==> src/rtl/hex_scan_mux.sv <==
// hex_scan_mux
//   Multiplexed seven-segment scanner for NUM_DIGITS hex digits. One digit is
//   driven per time slot of SCAN_DIV clocks. The scanner supports a decimal
//   point per digit, blanking per digit, leading-zero suppression and PWM
//   brightness. New display contents are loaded through a frame-synchronous
//   load/ack handshake, so a digit never changes halfway through a frame.
//
//   Optional feature macro: SEG_BLINK_EN. Defining it adds the blink_mask input
//   and the BLINK_FRAMES parameter. Masked digits blink with a period set in
//   frames.
//
// Ports
//   Clk          in   system clock
//   Rst          in   synchronous active-high reset
//   disp_data    in   nibble i drives digit i (digit 0 = LSB)
//   dp_in        in   decimal point per digit (1 = lit)
//   blank_in     in   force digit dark (1 = blank)
//   lz_blank     in   enable leading-zero suppression (live, not captured)
//   brightness   in   PWM duty: 0 = off, all-ones = always on
//   load         in   pulse: capture disp_data/dp_in/blank_in(/blink_mask)
//   blink_mask   in   (SEG_BLINK_EN only) digits that blink
//   load_ack     out  1-clk pulse: captured values are now displayed
//   frame_start  out  1-clk pulse after the digit index wraps to 0
//   sel          out  one-hot digit enable, polarity set by ACTIVE_LOW
//   seg          out  {dp,g,f,e,d,c,b,a}, polarity set by ACTIVE_LOW
//
// Handshake: load is sampled on every clock and needs no ready signal.
//   load_ack is a single-cycle strobe. It fires one clock after the frame
//   boundary on which the staged contents move into the display shadow.
//   Several loads inside one frame collapse into one ack (last load wins).
module hex_scan_mux #(
    parameter int NUM_DIGITS = 8,
    parameter int SCAN_DIV   = 100000,
    parameter int BRIGHT_W   = 4,
    parameter int ACTIVE_LOW = 1
`ifdef SEG_BLINK_EN
    ,
    parameter int BLINK_FRAMES = 256
`endif
) (
    input  logic                    Clk,
    input  logic                    Rst,
    input  logic [4*NUM_DIGITS-1:0] disp_data,
    input  logic [NUM_DIGITS-1:0]   dp_in,
    input  logic [NUM_DIGITS-1:0]   blank_in,
    input  logic                    lz_blank,
    input  logic [BRIGHT_W-1:0]     brightness,
    input  logic                    load,
`ifdef SEG_BLINK_EN
    input  logic [NUM_DIGITS-1:0]   blink_mask,
`endif
    output logic                    load_ack,
    output logic                    frame_start,
    output logic [NUM_DIGITS-1:0]   sel,
    output logic [7:0]              seg
);

    localparam int IDX_W = $clog2(NUM_DIGITS);
    localparam int DIV_W = $clog2(SCAN_DIV);

    localparam logic [NUM_DIGITS-1:0] SEL_OFF = (ACTIVE_LOW != 0) ? '1 : '0;
    localparam logic [7:0]            SEG_OFF = (ACTIVE_LOW != 0) ? 8'hFF : 8'h00;

    // Scan counters
    logic [DIV_W-1:0]    div_cnt;
    logic [IDX_W-1:0]    idx;
    logic [BRIGHT_W-1:0] pwm_cnt;
    logic                div_last;
    logic                boundary;

    // Staging (written by load) and shadow (what is displayed)
    logic [4*NUM_DIGITS-1:0] stg_data, shd_data;
    logic [NUM_DIGITS-1:0]   stg_dp, shd_dp;
    logic [NUM_DIGITS-1:0]   stg_blank, shd_blank;
    logic                    pending;

    assign div_last = (div_cnt == DIV_W'(SCAN_DIV - 1));
    assign boundary = div_last && (idx == IDX_W'(NUM_DIGITS - 1));

    always_ff @(posedge Clk) begin
        if (Rst) begin
            div_cnt <= '0;
            idx     <= '0;
            pwm_cnt <= '0;
        end else begin
            pwm_cnt <= pwm_cnt + 1'b1;
            if (div_last) begin
                div_cnt <= '0;
                idx     <= (idx == IDX_W'(NUM_DIGITS - 1)) ? '0 : idx + 1'b1;
            end else begin
                div_cnt <= div_cnt + 1'b1;
            end
        end
    end

    // A load on the boundary cycle skips staging and goes straight to the
    // shadow. It overrides anything still pending.
    always_ff @(posedge Clk) begin
        if (Rst) begin
            stg_data    <= '0;
            stg_dp      <= '0;
            stg_blank   <= '0;
            shd_data    <= '0;
            shd_dp      <= '0;
            shd_blank   <= '0;
            pending     <= 1'b0;
            load_ack    <= 1'b0;
            frame_start <= 1'b0;
        end else begin
            load_ack    <= boundary && (load || pending);
            frame_start <= boundary;
            if (load && boundary) begin
                shd_data  <= disp_data;
                shd_dp    <= dp_in;
                shd_blank <= blank_in;
                pending   <= 1'b0;
            end else if (load) begin
                stg_data  <= disp_data;
                stg_dp    <= dp_in;
                stg_blank <= blank_in;
                pending   <= 1'b1;
            end else if (boundary && pending) begin
                shd_data  <= stg_data;
                shd_dp    <= stg_dp;
                shd_blank <= stg_blank;
                pending   <= 1'b0;
            end
        end
    end

`ifdef SEG_BLINK_EN
    localparam int FRM_W = $clog2(BLINK_FRAMES + 1);

    logic [NUM_DIGITS-1:0] stg_blink, shd_blink;
    logic [FRM_W-1:0]      frame_cnt;
    logic                  blink_phase;

    always_ff @(posedge Clk) begin
        if (Rst) begin
            stg_blink   <= '0;
            shd_blink   <= '0;
            frame_cnt   <= '0;
            blink_phase <= 1'b1;
        end else begin
            if (load && boundary)
                shd_blink <= blink_mask;
            else if (load)
                stg_blink <= blink_mask;
            else if (boundary && pending)
                shd_blink <= stg_blink;

            if (boundary) begin
                if (frame_cnt == FRM_W'(BLINK_FRAMES - 1)) begin
                    frame_cnt   <= '0;
                    blink_phase <= ~blink_phase;
                end else begin
                    frame_cnt <= frame_cnt + 1'b1;
                end
            end
        end
    end
`endif

    // Active-low segment code {g,f,e,d,c,b,a} for one hex nibble.
    function automatic logic [6:0] hex_code(input logic [3:0] nib);
        case (nib)
            4'h0:    hex_code = 7'h40;
            4'h1:    hex_code = 7'h79;
            4'h2:    hex_code = 7'h24;
            4'h3:    hex_code = 7'h30;
            4'h4:    hex_code = 7'h19;
            4'h5:    hex_code = 7'h12;
            4'h6:    hex_code = 7'h02;
            4'h7:    hex_code = 7'h78;
            4'h8:    hex_code = 7'h00;
            4'h9:    hex_code = 7'h10;
            4'hA:    hex_code = 7'h08;
            4'hB:    hex_code = 7'h03;
            4'hC:    hex_code = 7'h46;
            4'hD:    hex_code = 7'h21;
            4'hE:    hex_code = 7'h06;
            default: hex_code = 7'h0E;
        endcase
    endfunction

    // zero_run[i]: digits i..NUM_DIGITS-1 all show 0 with the dp clear.
    logic [NUM_DIGITS-1:0] zero_run;

    always_comb begin
        zero_run = '0;
        zero_run[NUM_DIGITS-1] = (shd_data[4*(NUM_DIGITS-1) +: 4] == 4'h0)
                                 && !shd_dp[NUM_DIGITS-1];
        for (int i = NUM_DIGITS - 2; i >= 0; i--) begin
            zero_run[i] = zero_run[i+1] && (shd_data[4*i +: 4] == 4'h0) && !shd_dp[i];
        end
    end

    logic [3:0]            cur_nib;
    logic                  gate_open;
    logic                  blink_dark;
    logic                  dark;
    logic [NUM_DIGITS-1:0] sel_low;
    logic [7:0]            seg_low;

    always_comb begin
        cur_nib   = shd_data[4*idx +: 4];
        gate_open = (brightness == '1) || (pwm_cnt < brightness);
`ifdef SEG_BLINK_EN
        blink_dark = shd_blink[idx] && !blink_phase;
`else
        blink_dark = 1'b0;
`endif
        dark = shd_blank[idx]
               || (lz_blank && (idx != '0) && zero_run[idx])
               || !gate_open
               || blink_dark;
        if (dark) begin
            sel_low = '1;
            seg_low = 8'hFF;
        end else begin
            sel_low = ~(NUM_DIGITS'(1) << idx);
            seg_low = {~shd_dp[idx], hex_code(cur_nib)};
        end
    end

    // Output register: pins change one clock after idx/pwm_cnt change.
    always_ff @(posedge Clk) begin
        if (Rst) begin
            sel <= SEL_OFF;
            seg <= SEG_OFF;
        end else if (ACTIVE_LOW != 0) begin
            sel <= sel_low;
            seg <= seg_low;
        end else begin
            sel <= ~sel_low;
            seg <= ~seg_low;
        end
    end

endmodule

==> config.mk <==
export PLATFORM = sky130hd
export DESIGN_NAME = hex_scan_mux
export DESIGN_NICKNAME = d
export VERILOG_FILES = /design/src/rtl/hex_scan_mux.sv
export SDC_FILE = /design/constraint.sdc
export NUM_CORES = 1
export LEC_CHECK = 0
export BUFFER_PORTS_ARGS = -buffer_cell sky130_fd_sc_hd__buf_2
export CORE_MARGIN = 2
export CORE_UTILIZATION = 45
export DETAILED_ROUTE_END_ITERATION = 16
export PLACE_DENSITY_LB_ADDON = 0.25
export SYNTH_ARGS = -nofsm -noshare
export SYNTH_HDL_FRONTEND = slang
export SYNTH_SLANG_ARGS = --single-unit
==> constraint.sdc <==
create_clock -name Clk -period 4.6 [get_ports Clk]
set_input_delay 0.46 -clock Clk [delete_from_list [all_inputs] [get_ports Clk]]
set_output_delay 0.46 -clock Clk [all_outputs]
set_load 0.01 [all_outputs]
==> impl_results.md, run 1 <==
* Status: complete, no violations
* Synth async-reset ratio at 0
* Vias at a little over 5000
* Unrepaired setup endpoints after global routing: false
* Die width at 121 um
* FILL cells at 1225
* Detail Route Antenna Nets at 0
* Reg2reg end: shd_data[15]
* Final Power at roughly 2.7 mW
* Antenna violations before repair at 0
* Pwr/cell area at 379 nW/um^2
* DP Worst Slack at 1.46 ns
* Placed cells at 902
* Clk root buf: clkbuf_16
* First-pass GRT wire length at 24.5 mm
* Fin crit share at 0.698
* Detailed Route Iter0 Violations at around 280
* # resized after CTS at 0
* Final hold violations at 0
* Sw Ratio at 0.218
* FP Rows at 42
* Share of cells above drive strength 1 at 0.185
* Post-CTS Hold Fix Bufs at 0
* Clock Skew at 0.00640 ns
* Leak at 2.98 nW
* Nets at 818
* Sink Count at 139
* Pint at 2.12 mW
* TritonRoute pass-1 iters at 4
* Critical path's top delay family: flip-flops
* Min cycle time layout at 3.21 ns
* Worst path depth at 8
* Cells along the critical path: ha_1, ha_1, inv_1, nor2_4, nand2_2, inv_2, o221ai_1, nand2_1
* CP dominant cell by count: ha_1
* Commonest cells in the netlist: nand2_1 (178), dfxtp_1 (139), a21oi_1 (57)
* Clk buf depth at 2
* Crit path from: idx[1]
* # DRC at 0
* R2r worst-path depth at 8
* Synthesis-stage register bit count at 139
* Share of total power in combinational logic at 0.055
* Initial Util at 0.464
* Setup crit end: shd_data[15]
* Area of the multi-input gates at 3090 um^2
* DIE AREA at 14700 um^2
* Largest net degree at the start of global routing at 61
* Via density at between 5 and 6
* Post-synth EDFFs at 0
* Max-slew violations at 0
* GP Congestion at 0.864
* Slowest stage delay, CP at 0.78 ns
* Synthesis-to-layout area growth at 15.7%
* CP max-delay cell: dfxtp_1
* Dominant cell by count in the synthesized netlist: nand2_1
* CP Launch Type: register
* IO buf count at 73
* FMAX at 312 MHz
* Vias in the first global route at 5015
* Final HPWL DP at 10.0 mm
* Reg2reg start: idx[1]
* Synth Instances at between 600 and 700
* Peak supply drop at 0.000200 V
* Crit-path max FO at 35
* Post-route insts no fill at 934
* CTS clock-pin slew for the worst setup and hold paths at 0.05 ns
* Sequential power share at 0.465
* TNS Setup at 0 ns
* CP Capture Type: register
* CTS tree: done
* Final Setup Violations at 0
* Overflow after GRT at 0
* Synth warn at 0
* Relative slew margins at 0.252
* Hold Path Class: input pin to register
* # Max-Cap Violations at 0
* DRT Wirelength at ~14 mm
* Mapped Nets at 768
* Placement Cell Area at 6570 um^2
* Overall routing resource usage at 0.212
* Mapped cell area at 6170 um^2
* Sequential cell area at about 2800 um^2
* Clk pwr share at 0.480
* Ant diodes at 0
* Top_reg_cell synth: dfxtp_1
* # Post-CTS Setup Buffers at 0
* Setup WS post-layout at 1.39 ns
* Worst path arrival time at 3.57 ns
* Required time of the critical path at 4.96 ns
* Fin area at 7140 um^2
* CTS Buf Count at 17
* R2R setup slack at approximately 1.4 ns
* Net switching power figure at a little under 600 uW
* Number of buffers and inverters on the critical path at 2
* H-tree levels at 4
* Yosys cell types at 54
* I/O pin count at 74
* Yosys top cell by area: dfxtp_1
* Routed len/inst at 15.5 um
* Synth area leaders: dfxtp_1 (45%), nand2_1 (11%), o221ai_1 (4.8%), a21oi_1 (4.6%), ha_1 (3.4%)
* Setup CP Type: register to register
* Syn avg cell area at 8.87 um^2
* Die Span Y at 121 um
* Top cell type's share of synthesized area at 0.451
* Sequential fraction of the synthesis area at 0.451
* Worst-skew pair later-pin latency at 0.42 ns
* Measured slew at the worst slew-check pin at 1.09 ns
* Core box area at 13300 um^2
## layout by cell type, fill, tap and decap left out, types with 3 or more instances in the layout
cell / n
o21ai_0: 11
o2111ai_1: 3
a21oi_1: 56
mux2_2: 4
clkbuf_1: 5
nor4_1: 5
o221ai_1: 34
dfxtp_1: 139
nand4_1: 5
buf_4: 7
or4_1: 6
nand3_2: 6
o22ai_1: 7
clkinv_2: 5
inv_1: 16
nand2_1: 178
nor3_1: 7
xor2_1: 8
nor2b_1: 3
and3_1: 3
mux4_2: 9
xnor2_1: 9
a22oi_1: 14
nand3b_1: 8
mux2i_1: 8
nor2_1: 31
ha_1: 17
nand3_1: 12
clkbuf_16: 17
nand2b_1: 17
buf_2: 73
## power by group through the flow
stage               combinational [mW]  clock (mW)  sequential [mW]
floorplan                       0.0889           0             1.28
global placement                 0.146           0             1.28
detailed placement               0.151           0             1.28
CTS                              0.151        1.32             1.26
global route                     0.169        1.38             1.26
finish                           0.149        1.30             1.26
## registers in the layout, summed over array words and instances (netlist names)
| name | cells |
|---|---|
| idx | 3 |
| frame_start | 1 |
| pwm_cnt | 4 |
| div_cnt | 17 |
| shd_data | 32 |
| stg_data | 32 |
| stg_blank | 8 |
| seg | 8 |
| sel | 8 |
| stg_dp | 8 |
| shd_dp | 8 |
| load_ack | 1 |
| shd_blank | 8 |
| pending | 1 |
## final cells by class
class / count / area share
inverters: 17 / 0.00894
repair buffers: 80 / 0.0585
multi-input cells: 490 / 0.433
flip-flops and latches: 139 / 0.390
clock buffers: 24 / 0.0661
clock inverters: 8 / 0.0130
well taps: 176 / 0.0309
## worst min-delay path: stages
cell and delay (ns):
buf_2 0.10, nand2_1 0.05, a21oi_1 0.05
## per-stage QoR
stage / hold slack [ns] / util
4_1_cts: 0.277 / 0.537
3_3_place_gp: 0.427 / 0.494
2_1_floorplan: 0.410 / -
6_report: 0.285 / 0.537
3_5_place_dp: 0.429 / 0.494
5_1_grt: 0.278 / 0.537
## kinds of logic after synthesis
kind of cell / share of synthesized area
AO/OA/AOI/OAI: 0.148
adder cells (fa/ha/maj): 0.0345
multiplexers: 0.0574
buffers and inverters: 0.0523
AND/OR/NAND/NOR: 0.233
flip-flops: 0.451
XOR/XNOR: 0.0241
## worst min path at each step
stage	depth (start not counted)	from	endpoint	slack [ns]
2_1_floorplan	2	shd_blank[2]	shd_blank[2]	0.41
3_3_place_gp	2	shd_blank[5]	shd_blank[5]	0.43
3_5_place_dp	2	shd_blank[5]	shd_blank[5]	0.43
4_1_cts	3	disp_data[11]	stg_data[11]	0.28
5_1_grt	3	disp_data[30]	stg_data[30]	0.28
6_report	3	disp_data[3]	stg_data[3]	0.29
## routing by layer
metal	GRT usage	vias to the layer above	share of wire
met5	0	-	0
met4	0.0850	0	0.022
met3	0.0475	27	0.046
met2	0.353	128	0.49
li1	-	2544	-
met1	0.267	2411	0.45
Power figures use the tool's default switching activity.
==> run 2: changes to the inputs <==
==> constraint.sdc (replaced) <==
create_clock -name Clk -period 2.8 [get_ports Clk]
set_input_delay 0.28 -clock Clk [delete_from_list [all_inputs] [get_ports Clk]]
set_output_delay 0.28 -clock Clk [all_outputs]
set_load 0.01 [all_outputs]
==> impl_results.md, run 2 (synthesis results as in run 1) <==
* Status: complete, no violations (unchanged)
* # Post-CTS Setup Buffers at 0 (unchanged)
* # DRC at 0 (unchanged)
* GRT met3 Usage at 0.0564 (was 0.0475)
* Global routing usage on met2 at 0.349 (was 0.353)
* Slowest stage delay, CP at 0.56 ns (was 0.78 ns)
* Required time of the critical path at 3.05 ns (was 4.96 ns)
* TNS Setup at 0 ns (unchanged)
* Die Span Y at 121 um (unchanged)
* Via density at 5.53 (was 5.47)
* Clk buf depth at 2 (unchanged)
* Antenna violations before repair at 0 (unchanged)
* I/O pin count at 74 (unchanged)
* Detailed Route Iter0 Violations at 386 (was 276)
* Biggest registers after layout: shd_data (32), stg_data (32), div_cnt (17) (unchanged)
* IO buf count at 73 (unchanged)
* Overflow after GRT at 0 (unchanged)
* R2R setup slack at 0.25 ns (was 1.39 ns)
* Largest net degree at the start of global routing at 51 (was 61)
* Cells along the critical path: mux4_2, mux2i_1, inv_1, ha_1, mux2_2, nand2_1, o2111ai_1 (was ha_1, ha_1, inv_1, nor2_4, nand2_2, inv_2, o221ai_1, nand2_1)
* Most used routing layer: met2 (unchanged)
* Ant diodes at 0 (unchanged)
* Worst path arrival time at 2.80 ns (was 3.57 ns)
* Final HPWL DP at 10.0 mm (about the same)
* Final hold violations at 0 (unchanged)
* Fin crit share at 0.912 (was 0.698)
* Critical path's top delay family: multiplexers (was flip-flops)
* Most common cell after layout, fill and taps aside: nand2_1 (unchanged)
* Die width at 121 um (unchanged)
* CTS Buf Count at 17 (unchanged)
* Reg2reg start: idx[0] (was idx[1])
* GR Util met1 at 0.275 (was 0.267)
* Routed len/inst at 15.9 um (was 15.5 um)
* Share of cells above drive strength 1 at 0.197 (was 0.185)
* Initial Util at 0.464 (unchanged)
* Core box area at 13300 um^2 (unchanged)
* Unrepaired setup endpoints after global routing: false (unchanged)
* Final Setup Violations at 0 (unchanged)
* CP Capture Type: register (unchanged)
* CTS tree: done (unchanged)
* Relative slew margins at 0.528 (was 0.252)
* # Max-Cap Violations at 0 (unchanged)
* Worst hold stages at 3 (unchanged)
* Hold Path Class: input pin to register (unchanged)
* FMAX at 392 MHz (was 312 MHz)
* Fin area at 7280 um^2 (was 7140 um^2)
* DIE AREA at 14700 um^2 (unchanged)
* Detail Route Antenna Nets at 0 (unchanged)
* CP Launch Type: register (unchanged)
* Placement Cell Area at 6650 um^2 (was 6570 um^2)
* Clock Skew at 0.0108 ns (was 0.00640 ns)
* DP Worst Slack at 0.0387 ns (was 1.46 ns)
* DRT Wirelength at 15.0 mm (was 14.5 mm)
* Peak supply drop at 0.000380 V (was 0.000200 V)
* Min cycle time layout at 2.55 ns (was 3.21 ns)
* H-tree levels at 4 (unchanged)
* Nets at 826 (was 818)
* R2r worst-path depth at 7 (was 8)
* Overall routing resource usage at 0.215 (was 0.212)
* CP max-delay cell: mux4_2 (was dfxtp_1)
* CTS clock-pin slew for the worst setup and hold paths at 0.06 ns (was 0.05 ns)
* Most frequent cells in the layout: nand2_1 (178), dfxtp_1 (137), buf_2 (73) (was nand2_1 (178), dfxtp_1 (139), buf_2 (73))
* Pwr/cell area at 646 nW/um^2 (was 379 nW/um^2)
* Vias in the first global route at 4984 (was 5015)
* Measured slew at the worst slew-check pin at 0.698 ns (was 1.09 ns)
* TritonRoute pass-1 iters at 7 (was 4)
* First-pass GRT wire length at 24.8 mm (was 24.5 mm)
* Worst path depth at 7 (was 8)
* Synthesis-to-layout area growth at 18.1% (was 15.7%)
* Setup WS post-layout at 0.247 ns (was 1.39 ns)
* Setup crit end: seg[6] (was shd_data[15])
* Vias at 5205 (was 5110)
* Worst-skew pair later-pin latency at 0.42 ns (about the same)
* Reg2reg end: seg[6] (was shd_data[15])
* Number of buffers and inverters on the critical path at 1 (was 2)
* Crit-path max FO at 9 (was 35)
* GP Congestion at 0.909 (was 0.864)
* Crit path from: idx[0] (was idx[1])
* Setup CP Type: register to register (unchanged)
* Max-slew violations at 0 (unchanged)
* Sink Count at 139 (unchanged)
* Clk root buf: clkbuf_16 (unchanged)
* FP Rows at 42 (unchanged)
* Final cell utilization of the core at 0.548 (was 0.537)
* Leak at 3.06 nW (was 2.98 nW)
run 2: cell types whose count changed in the layout (fill, tap and decap cells not counted):
cell,before,now
inv_4,0,1
buf_4,7,14
clkinv_2,5,3
clkbuf_1,5,4
clkbuf_8,2,4
clkinvlp_4,1,0
buf_12,0,1
dfxtp_2,0,2
inv_2,1,0
bufinv_16,2,4
dfxtp_1,139,137
run 2: timing repair:
item	CTS	global route
gates resized for setup	1	2
hold buffers	0	0
endpoints found under the setup margin	2	23
run 2: how the worst min path moves through the flow:
| stage | start | slack (ns) | endpoint |
|---|---|---|---|
| after floorplan | shd_blank[2] | 0.41 | shd_blank[2] |
| after global placement | shd_blank[5] | 0.42 | shd_blank[5] |
| after detailed placement | shd_blank[5] | 0.44 | shd_blank[5] |
| after CTS | disp_data[12] | 0.09 | stg_data[12] |
| after global routing | disp_data[1] | 0.10 | stg_data[1] |
| final | disp_data[12] | 0.11 | stg_data[12] |
run 2: power by group:
part | switching [mW] | internal (mW) | total, mW
sequential | 0.0292 | 2.04 | 2.06
combinational | 0.156 | 0.0963 | 0.252
clock | 0.809 | 1.58 | 2.39
run 2: metal layers:
metal  share of wire  routed length [um]
met5               0                   0
met4           0.023                 346
met3           0.058                 870
met2            0.47                7050
met1            0.45                6740
run 2: worst reg2reg max path: stages, from the launching register on:
cell	delay (ns)
dfxtp_2	0.50
mux4_2	0.56
mux2i_1	0.38
inv_1	0.20
ha_1	0.28
mux2_2	0.27
nand2_1	0.07
o2111ai_1	0.12
run 2: final cells by class:
type,count,area (um^2)
clock buffer,25,495
clock inverter,7,135
fill,1225,6010
inverter,17,66.3
multi-input combinational,490,3090
sequential,139,2790
tap,176,220
timing repair buffer,88,490
run 2: metrics by stage:
step	std cells	power, mW	hold slack, ns
floorplan	695	2.25	0.410
global placement	910	2.35	0.421
detailed placement	910	2.36	0.436
CTS	942	4.74	0.0929
global route	942	4.85	0.104
finish	942	4.71	0.108
==> run 3: changes to the inputs <==
--- a/config.mk
+++ b/config.mk
@@ -6,8 +6,11 @@
 export NUM_CORES = 1
 export LEC_CHECK = 0
 export BUFFER_PORTS_ARGS = -buffer_cell sky130_fd_sc_hd__buf_2
+export CELL_PAD_IN_SITES_DETAIL_PLACEMENT = 0
+export CELL_PAD_IN_SITES_GLOBAL_PLACEMENT = 1
+export CORE_ASPECT_RATIO = 1.2
 export CORE_MARGIN = 2
-export CORE_UTILIZATION = 45
+export CORE_UTILIZATION = 40
 export DETAILED_ROUTE_END_ITERATION = 16
 export PLACE_DENSITY_LB_ADDON = 0.25
 export SYNTH_ARGS = -nofsm -noshare
==> impl_results.md, run 3 (synthesis results as in run 1) <==
* Vias in the first global route at 5109 (was 4984)
* Reg2reg end: seg[6] (unchanged)
* Status: complete, no violations (unchanged)
* CTS tree: done (unchanged)
* FMAX at 402 MHz (was 392 MHz)
* DRT Wirelength at 15.9 mm (was 15.0 mm)
* Sink Count at 139 (unchanged)
* Overflow after GRT at 0 (unchanged)
* Nets at 832 (was 826)
* Die width at 117 um (was 121 um)
* # Max-Cap Violations at 0 (unchanged)
* First-pass GRT wire length at 26.2 mm (was 24.8 mm)
* # DRC at 0 (unchanged)
* Fin crit share at 0.889 (was 0.912)
* Clk root buf: clkbuf_16 (unchanged)
* Overall routing resource usage at 0.200 (was 0.215)
* Hold Crit Start: dp_in[4] (was disp_data[12])
* CTS clock-pin slew for the worst setup and hold paths at 0.06 ns (about the same)
* I/O pin count at 74 (unchanged)
* TritonRoute pass-1 iters at 5 (was 7)
* Routed len/inst at 16.3 um (was 15.9 um)
* Placed cells at 944 (was 910)
* Antenna violations before repair at 0 (unchanged)
* Clk buf depth at 2 (unchanged)
* CTS Buf Count at 17 (unchanged)
* Pwr/cell area at 627 nW/um^2 (was 646 nW/um^2)
* Initial Util at 0.411 (was 0.464)
* Synthesis-to-layout area growth at 18.7% (was 18.1%)
* GP Congestion at 0.836 (was 0.909)
* CP Launch Type: register (unchanged)
* Ant diodes at 0 (unchanged)
* Detail Route Antenna Nets at 0 (unchanged)
* Largest net degree at the start of global routing at 36 (was 51)
* Most common cell after layout, fill and taps aside: nand2_1 (unchanged)
* DP Worst Slack at -0.0396 ns (was 0.0387 ns)
* FILL cells at 1470 (was 1225)
* Worst hold stages at 3 (unchanged)
* Relative slew margins at 0.599 (was 0.528)
* Peak supply drop at 0.000330 V (was 0.000380 V)
* Unrepaired setup endpoints after global routing: false (unchanged)
* Via density at 5.30 (was 5.53)
* Post-CTS Hold Fix Bufs at 0 (unchanged)
* Clock Skew at 0.0127 ns (was 0.0108 ns)
* Crit-path max FO at 8 (was 9)
* Min-Delay Endpoint: stg_dp[4] (was stg_data[12])
* Final HPWL DP at 10.9 mm (was 10.0 mm)
* Setup WS post-layout at 0.311 ns (was 0.247 ns)
* Reg2reg start: idx[0] (unchanged)
* DIE AREA at 16400 um^2 (was 14700 um^2)
* Vias at 5166 (was 5205)
* Leak at 3.05 nW (was 3.06 nW)
* Measured slew at the worst slew-check pin at 0.600 ns (was 0.698 ns)
* CP Capture Type: register (unchanged)
* Detailed Route Iter0 Violations at 286 (was 386)
* Required time of the critical path at 3.07 ns (was 3.05 ns)
* R2R setup slack at 0.31 ns (was 0.25 ns)
* Biggest registers after layout: shd_data (32), stg_data (32), div_cnt (17) (unchanged)
* Setup CP Type: register to register (unchanged)
* Core box area at 15000 um^2 (was 13300 um^2)
* H-tree levels at 4 (unchanged)
* Post-route insts no fill at 975 (was 942)
* Final Setup Violations at 0 (unchanged)
* Worst path arrival time at 2.76 ns (was 2.80 ns)
* IO buf count at 73 (unchanged)
* Share of cells above drive strength 1 at 0.209 (was 0.197)
* Hold Path Class: input pin to register (unchanged)
* Most frequent cells in the layout: nand2_1 (178), dfxtp_1 (137), buf_2 (73) (unchanged)
* FP Rows at 49 (was 42)
* Worst-skew pair later-pin latency at 0.42 ns (about the same)
* Min cycle time layout at 2.49 ns (was 2.55 ns)
* R2r worst-path depth at 7 (unchanged)
* Max-slew violations at 0 (unchanged)
* Final hold violations at 0 (unchanged)
* Die Span Y at 140 um (was 121 um)
-- run 3: cell count changes in the layout (fill, tap and decap cells not counted), moves of 3 or more --
cell,before,now
clkbuf_8,4,0
clkbuf_1,4,0
clkinvlp_4,0,4
buf_4,14,21
inv_6,0,3
-- run 3: power breakdown --
group          switching, mW  internal (mW)  total [mW]
clock                  0.873           1.40        2.27
combinational          0.160         0.0973       0.257
sequential            0.0300           2.03        2.06
-- run 3: through the flow --
stage          cell area, um^2  utilization  setup TNS (ns)  hold slack, ns  power [mW]
6_report                  7320        0.488               0           0.104        4.59
5_1_grt                   7320        0.488               0          0.0984        4.77
4_1_cts                   7320        0.487               0          0.0885        4.63
3_5_place_dp              6720        0.447         -0.0836           0.430        2.37
3_3_place_gp              6720        0.447               0           0.426        2.36
2_1_floorplan             6170            -               0           0.410        2.25
-- run 3: worst max-delay path, stage by stage (launching register included) --
cell and delay [ns]:
dfxtp_2 0.46, mux4_2 0.56, mux2i_1 0.39, inv_1 0.19, ha_1 0.29, mux2_2 0.27
nand2_1 0.07, o2111ai_1 0.12
-- run 3: worst max-delay path by stage --
stage / from / endpoint / slack (ns) / cells after the start
after floorplan: idx[0] / seg[1] / 0.26 / 8
after global placement: idx[0] / shd_blank[2] / 0.07 / 9
after detailed placement: idx[0] / shd_blank[2] / -0.04 / 9
after CTS: idx[1] / seg[6] / 0.13 / 7
after global routing: idx[0] / seg[3] / 0.12 / 8
final: idx[0] / seg[6] / 0.31 / 7
-- run 3: cell type report --
class / instances / area [um^2] / area share
clock buffer: 17 / 425 / 0.0581
timing repair buffer: 94 / 523 / 0.0714
clock inverter: 14 / 170 / 0.0232
multi-input combinational: 490 / 3100 / 0.423
tap: 204 / 255 / 0.0349
sequential: 139 / 2790 / 0.380
inverter: 17 / 66.3 / 0.00906
-- run 3: timing repair --
item                       4_1_cts  5_1_grt
setup endpoints to repair       16       30
setup buffers                    0        0
gates resized for setup          1        3
-- run 3: layer usage --
layer / part of all wire / routed length (um) / vias up / global-route usage
met5: 0 / 0 / - / 0
met4: 0.015 / 244 / 0 / 0.0761
met3: 0.038 / 606 / 20 / 0.0468
met2: 0.50 / 8020 / 112 / 0.338
met1: 0.44 / 7040 / 2460 / 0.247
li1: - / - / 2574 / -
